**config.mk**
```make
export PLATFORM = sky130hd
export DESIGN_NAME = processor_fetch_queue
export DESIGN_NICKNAME = d
export VERILOG_FILES = /design/src/rtl/processor_fetch_queue.sv
export SDC_FILE = /design/constraint.sdc
export NUM_CORES = 1
export LEC_CHECK = 0
export CAP_MARGIN = 10
export CORE_ASPECT_RATIO = 0.8
export CORE_UTILIZATION = 45
export CTS_BUF_LIST = sky130_fd_sc_hd__clkbuf_8
export DETAILED_ROUTE_END_ITERATION = 8
export PLACE_DENSITY = 0.66
export SETUP_SLACK_MARGIN = 0.05
export SYNTH_ARGS = -nofsm -noshare
export SYNTH_HDL_FRONTEND = slang
export SYNTH_SLANG_ARGS = --single-unit
```
**constraint.sdc**
```tcl
create_clock -name clock -period 4.17 [get_ports clock]
set_input_delay 0.6255 -clock clock [delete_from_list [all_inputs] [get_ports clock]]
set_output_delay 0.6255 -clock clock [all_outputs]
set_load 0.1 [all_outputs]
```
**src/rtl/processor_fetch_queue.sv**
```systemverilog
`default_nettype none
// ============================================================================
// Module      : processor_fetch_queue
// Description : Instruction fetch stage with a prefetch queue. It reads
//               ahead from synchronous code memory and buffers up to DEPTH
//               {ip, word} pairs for decode. A redirect (call/jump) flushes
//               the queue, drops any in-flight read and restarts fetch at
//               the new target.
// Revision    : 1.0 - initial release
// ----------------------------------------------------------------------------
// Ports
//   clock          in   1              rising-edge clock
//   reset          in   1              asynchronous, active-high reset
//   call_performed in   1              redirect request
//   ip_to_call     in   ADDR_SIZE      redirect target
//   code_addr      out  ADDR_SIZE      code memory read address (fetch ip)
//   code_rd        out  1              code memory read strobe
//   code_word      in   WORD_SIZE      code memory data, 1 cycle after code_rd
//   out_valid      out  1              queue head valid
//   out_ready      in   1              decode accepts head
//   ip_out         out  ADDR_SIZE      address of head word
//   code_word_out  out  WORD_SIZE      head instruction word
//   fill_level     out  clog2(DEPTH)+1 entries currently queued
// ============================================================================
module processor_fetch_queue #(
  parameter int                      ADDR_SIZE = 18,
  parameter int                      WORD_SIZE = 18,
  parameter int                      DEPTH     = 4,
  parameter logic [ADDR_SIZE-1:0]    RESET_IP  = '0
) (
  input  logic                       clock,
  input  logic                       reset,
  input  logic                       call_performed,
  input  logic [ADDR_SIZE-1:0]       ip_to_call,
  output logic [ADDR_SIZE-1:0]       code_addr,
  output logic                       code_rd,
  input  logic [WORD_SIZE-1:0]       code_word,
  output logic                       out_valid,
  input  logic                       out_ready,
  output logic [ADDR_SIZE-1:0]       ip_out,
  output logic [WORD_SIZE-1:0]       code_word_out,
  output logic [$clog2(DEPTH):0]     fill_level
);

  localparam int c_PTR_W = $clog2(DEPTH);
  localparam int c_CNT_W = c_PTR_W + 1;
  localparam logic [c_CNT_W-1:0] c_FULL   = c_CNT_W'(DEPTH);
  localparam logic [c_CNT_W:0]   c_LIMIT  = (c_CNT_W + 1)'(DEPTH);

  // Fetch pointer and the single outstanding memory read
  logic [ADDR_SIZE-1:0] r_ip;
  logic                 r_inflight;
  logic [ADDR_SIZE-1:0] r_inflight_addr;

  // Queue storage (circular buffer) and bookkeeping
  logic [ADDR_SIZE-1:0] r_q_ip   [DEPTH];
  logic [WORD_SIZE-1:0] r_q_word [DEPTH];
  logic [c_PTR_W-1:0]   r_wr_ptr;
  logic [c_PTR_W-1:0]   r_rd_ptr;
  logic [c_CNT_W-1:0]   r_count;

  // Last head seen while valid; shown on the outputs when the queue is empty
  logic [ADDR_SIZE-1:0] r_last_ip;
  logic [WORD_SIZE-1:0] r_last_word;

  logic                 w_valid;
  logic                 w_pop;
  logic                 w_push;
  logic                 w_issue;
  logic [c_CNT_W:0]     w_credit;

  assign w_valid = (r_count != '0);
  assign w_pop   = w_valid & out_ready;
  // A redirect drops the returning word instead of queueing it
  assign w_push  = r_inflight & ~call_performed;

  // Occupancy seen by a new read: queued + outstanding, minus the entry
  // being popped this cycle. Counting the pop as a credit lets a 2-deep
  // queue sustain one word per cycle.
  assign w_credit = {1'b0, r_count}
                  + (c_CNT_W + 1)'(r_inflight)
                  - (c_CNT_W + 1)'(w_pop);

  // Reset is folded in so the read strobe is low while reset is held
  assign w_issue = ~reset & ~call_performed & (w_credit < c_LIMIT);

  assign code_rd       = w_issue;
  assign code_addr     = r_ip;
  assign out_valid     = w_valid;
  assign fill_level    = r_count;
  assign ip_out        = w_valid ? r_q_ip[r_rd_ptr]   : r_last_ip;
  assign code_word_out = w_valid ? r_q_word[r_rd_ptr] : r_last_word;

  // Fetch pointer, in-flight tracking and queue pointers
  always_ff @(posedge clock or posedge reset) begin
    if (reset) begin
      r_ip            <= RESET_IP;
      r_inflight      <= 1'b0;
      r_inflight_addr <= '0;
      r_wr_ptr        <= '0;
      r_rd_ptr        <= '0;
      r_count         <= '0;
    end else if (call_performed) begin
      r_ip       <= ip_to_call;
      r_inflight <= 1'b0;
      r_wr_ptr   <= '0;
      r_rd_ptr   <= '0;
      r_count    <= '0;
    end else begin
      if (w_issue) begin
        r_inflight      <= 1'b1;
        r_inflight_addr <= r_ip;
        r_ip            <= r_ip + ADDR_SIZE'(1);
      end else begin
        r_inflight <= 1'b0;
      end

      if (w_push) begin
        r_wr_ptr <= r_wr_ptr + c_PTR_W'(1);
      end
      if (w_pop) begin
        r_rd_ptr <= r_rd_ptr + c_PTR_W'(1);
      end

      if (w_push && !w_pop) begin
        r_count <= r_count + c_CNT_W'(1);
      end else if (w_pop && !w_push) begin
        r_count <= r_count - c_CNT_W'(1);
      end

      // The issue credit must never let a word arrive at a full queue
      assert (!(w_push && !w_pop && (r_count == c_FULL)));
    end
  end

  // Queue storage needs no reset: entries are only visible while counted
  always_ff @(posedge clock) begin
    if (w_push) begin
      r_q_ip[r_wr_ptr]   <= r_inflight_addr;
      r_q_word[r_wr_ptr] <= code_word;
    end
  end

  // Hold the most recent head so outputs stay stable while the queue is empty
  always_ff @(posedge clock or posedge reset) begin
    if (reset) begin
      r_last_ip   <= '0;
      r_last_word <= '0;
    end else if (w_valid) begin
      r_last_ip   <= r_q_ip[r_rd_ptr];
      r_last_word <= r_q_word[r_rd_ptr];
    end
  end

endmodule
`default_nettype wire

```
Word level (Yosys, flattened, before mapping)

Memory sizes are Yosys's and may differ from the RTL's.
Index checks and enable logic that the tools add are counted.
W data, S select, Z words.

$add $sub $neg: 7
Magnitude comparators: 1
Multiplexer cells: 15
Bitwise logic cells: 6
Reduce and logical (&&, ||, !) cells: 10

Operators with widths:

| kind                    | count |
|---|---|
| $mux W18                | 4 |
| $add A18 B1 Y18 const B | 1 |
| $mux W3                 | 3 |
| $mux W2                 | 4 |
| $reduce_bool A2 Y1      | 3 |
| $reduce_bool A3 Y1      | 2 |
| $add A2 B1 Y2 const B   | 2 |
| $add A3 B1 Y4           | 1 |
| $and A1 B1 Y1           | 4 |
| $lt A4 B3 Y1 const B    | 1 |
| $mux W1                 | 4 |
| $sub A4 B1 Y4           | 1 |
| $add A3 B1 Y3 const B   | 1 |
| $sub A3 B1 Y3 const B   | 1 |
| $logic_and A1 B1 Y1     | 2 |
| $logic_not A1 Y1        | 2 |
| $not A1 Y1              | 2 |
| $reduce_and A2 Y1       | 1 |

Bits in registers: 80
RAM bits: 144
Bits of input ports: 40
Output and inout bits: 59
Word-level logic and storage cells: 49
Memories kept: 2

Memory list:

| name     | words | bits a word | rd ports | clocked after memory_dff | wr ports | line | RTL |
|---|---|---|---|---|---|---|---|
| r_q_ip   | 4     | 18          | 1        | 0                        | 1        | 56   | `logic [ADDR_SIZE-1:0] r_q_ip [DEPTH];` |
| r_q_word | 4     | 18          | 1        | 0                        | 1        | 57   | `logic [WORD_SIZE-1:0] r_q_word [DEPTH];` |

Longest topological paths before layout

Word-level depth: 7
Gate-level depth with buffers: 12
Mapped depth without buffers: 10

Least setup slack after synthesis

OpenSTA, ideal clock, no wires.

Path type: register to output
Start point: register r_count[1], in the netlist fill_level[1]
End point: output ip_out[10]
Arrival time: 3.347 ns
Data required time: 3.544 ns
Slack: 0.198 ns
Cell stages (with the launch flop): 5
Buffers on the path: 1
Cells stage by stage: dfrtp_1 -> inv_1 -> nand3_1 -> clkbuf_1 -> mux2_2

Longest elaborated chain between the ends: 2

RTL lines:

| what                   | line | RTL |
|---|---|---|
| start, declared        | 60   | `logic [c_CNT_W-1:0] r_count;` |
| start signal, assigned | 126  | `r_count <= r_count + c_CNT_W'(1);` |
| start signal, assigned | 128  | `r_count <= r_count - c_CNT_W'(1);` |
| $reduce_bool A3 Y1     | 72   | `assign w_valid = (r_count != '0);` |
| named net out_valid    | 38   | `output logic out_valid,` |
| $mux W18               | -    |  |
| end, declared          | 40   | `output logic [ADDR_SIZE-1:0] ip_out,` |

The timed path passes the listed nets, and every way through them passes these cells.

Worst setup path in the final report

Start point: register r_count[0], in the netlist fill_level[0]
End point: output code_rd

Longest elaborated chain between the ends: 5
Elaborated cells between the ends (all ways): 6
Those cells by class: add/sub (2); order compare (1); bitwise (2); reduce/logical (1)

RTL lines:

| what                                                  | line | RTL |
|---|---|---|
| branches (longest 2 deep; another with $add A3 B1 Y4) | -    |  |
| $sub A4 B1 Y4 (*)                                     | 82   | `- (c_CNT_W + 1)'(w_pop);` |
| $lt A4 B3 Y1 (*)                                      | 85   | `assign w_issue = ~reset & ~call_performed & (w_credit < c_LIMIT);` |
| $and A1 B1 Y1 (*)                                     | 85   |  |
| end, declared                                         | 36   | `output logic code_rd,` |

Mark *: on every way between the ends.

==> results.json <==
{
  "grt_max_degree": 50,
  "slowest_stage": "o31ai_1",
  "finClkSkew_ps": 18.7,
  "critPathMaxFanout": 16,
  "rows": 45,
  "drc": 0,
  "drtIter0Drc": 293,
  "finalCriticalPeriod_ps": 3800,
  "cts_tree": "built",
  "synth-seq-cells": 224,
  "crit_top_cell": "inv_1",
  "clk_pin_slew_worst_paths_ps": 60,
  "cp.arrival_ps": 3170,
  "tightest_slew_ps": 1020,
  "syn-num-nets": 534,
  "wl_met1_um": 7450,
  "layout_commonest_cell": "edfxtp_1",
  "fin_util_pct": 55.9,
  "fin_crit_sh_pct": 91.1,
  "nNetsFinal": 661,
  "grt_overflow": 0,
  "final-hold-violation-count": 0,
  "grt_pass1_wl_um": 27800,
  "regArea_sq_um": 6330,
  "met2WireLength_um": 8630,
  "setup-tns-final_ps": 0,
  "dr_total_vias": 4708,
  "crit_type": "reg2out",
  "final_layout_size_suffix_gt1_share_pct": 29.8,
  "layout_common_cells": "144 x edfxtp_1, 78 x dfrtp_1, 61 x clkdlybuf4s50_1",
  "fill_cells": 1488,
  "drv_cap": 0,
  "end_kind": "primary output",
  "fin_cells": 896,
  "max_freq_mhz": 263,
  "drtAntennaViolNets": 0,
  "cts-resized-gates": 0,
  "outcome": "finished, final reports clean",
  "yosys_warnings": 0,
  "chipHeight_um": 127,
  "grt_pass1_vias": 5082,
  "io_buffer_count": 98,
  "synth_seq_area_share_pct": 71.8,
  "avgSynthCellArea_sq_um": 18.2,
  "syn-instance-count": 485,
  "grt_use_total_pct": 18.6,
  "synth_flop_cell": "edfxtp_1",
  "dp.cells": 832,
  "start_kind": "register",
  "hold_class": "reg2reg",
  "ioPinCount": 99,
  "antenna_found_initial": 0,
  "cpPeakStageDelay_ps": 670,
  "reg2reg_slack_ps": 830,
  "place_congestion": 0.802,
  "clkSinkCount": 224,
  "core_area_sq_um": 19100,
  "dieWidth_um": 158,
  "crit_buf_inv": 5,
  "ys_types": 39,
  "synthToLayoutAreaGrowth_pct": 21.1,
  "drt-total-wl_um": 17300,
  "crit_family": "compound AO/OA/AOI/OAI gates",
  "syn-cell-area_sq_um": 8810,
  "dpl.hpwl_um": 10800,
  "wl_met3_um": 863,
  "drt-pass1-iter-count": 4,
  "relSlewSlack_pct": 31.9,
  "postCtsHoldBufs": 0,
  "initial_core_util_pct": 46.2,
  "path_cells": "o31ai_1 > inv_1 > ha_1 > inv_1 > ha_1 > nand3b_1 > a21oi_2 > buf_4 > o21ai_2 > inv_1 > buf_12",
  "clock_latency_ps": 510,
  "top_layer_used": "met4",
  "synth_enable_flop_cells": 144,
  "avgRoutedWirePerCell_um": 19.3,
  "htree_levels": 2,
  "cts_setup_buffers": 0,
  "setup_viol_count_final": 0,
  "cts-root-buf": "clkbuf_8",
  "grt_setup_unrepaired": "no",
  "synthArstFlopShare_pct": 35.7,
  "worstPathRequired_ps": 3540,
  "multi_input_area_sq_um": 2350,
  "design.die.area_sq_um": 20100,
  "maxSlewViolCount": 0,
  "cts_buffers": 36,
  "antenna_cells": 0,
  "cts_buffer_depth": 3,
  "via_per_inst": 5.25
}
## cell type report
cell class	instances	area share, %
inverter	14	0.516
sequential	224	59.3
multi-input combinational	226	22.0
clock buffer	38	4.90
timing repair buffer	110	9.29
clock inverter	26	0.915
tap	258	3.03
## sequential cells by signal, summed over array words and instances (netlist names)
| register | cells |
|---|---|
| r_inflight | 1 |
| code_addr | 18 |
| r_q_ip | 72 |
| r_rd_ptr | 2 |
| fill_level | 3 |
| r_wr_ptr | 2 |
| r_last_word | 18 |
| r_last_ip | 18 |
| r_q_word | 72 |
| r_inflight_addr | 18 |
## final timing paths
check	cells after the start	startpoint	end
max in group asynchronous	3	reset	r_inflight_addr[13]
min in group asynchronous	2	reset	code_addr[17]
max reg2reg	12	fill_level[0]	code_addr[15]
max	11	fill_level[0]	code_rd
min reg2reg	1	r_last_ip[8]	r_last_ip[8]
min	1	r_last_ip[8]	r_last_ip[8]
## synth_stat cells, drive strengths merged (2+ instances only)
library cell / count / share of area (%)
and3: 10 / 0.71
mux4: 36 / 9.2
mux2: 56 / 7.2
o21ai: 18 / 1.1
o211ai: 4 / 0.34
nor3: 2 / 0.11
o31ai: 2 / 0.17
buf: 8 / 0.48
xor2: 16 / 1.6
dfrtp: 80 / 23
xnor2: 6 / 0.60
nand2: 20 / 0.85
nand3: 5 / 0.28
o2111ai: 9 / 0.89
mux2i: 3 / 0.34
ha: 8 / 1.1
clkbuf: 13 / 0.55
nand4: 2 / 0.14
inv: 13 / 0.55
a21oi: 2 / 0.16
nor2: 15 / 0.64
edfxtp: 144 / 49
## cells by family after synthesis
kind of cell    count (synthesis)  share of synthesized area, %
compound gates                 37                          2.78
buf+inv                        35                          1.63
flops                         224                          71.8
fa+ha+maj                       9                          1.36
simple gates                   63                          3.52
xor+xnor                       22                          2.19
mux                            95                          16.7
## layer usage
metal  GRT usage, %  vias up
li1               -     2129
met1           24.9     2421
met2           29.8      128
met3           4.04       30
met4           7.52        0
met5              0        -
## stage by stage
stage	area (sq um)	hold WS, ps	worst slack [ps]
floorplan	8810	471	198
finish	10700	497	372
detailed placement	10000	486	676
global placement	10000	483	771
CTS	10700	500	332
global route	10700	513	138
Power is left out: the tool's default activity adds up to more than one toggle a clock period on the data nets, which glitch-free logic cannot reach.
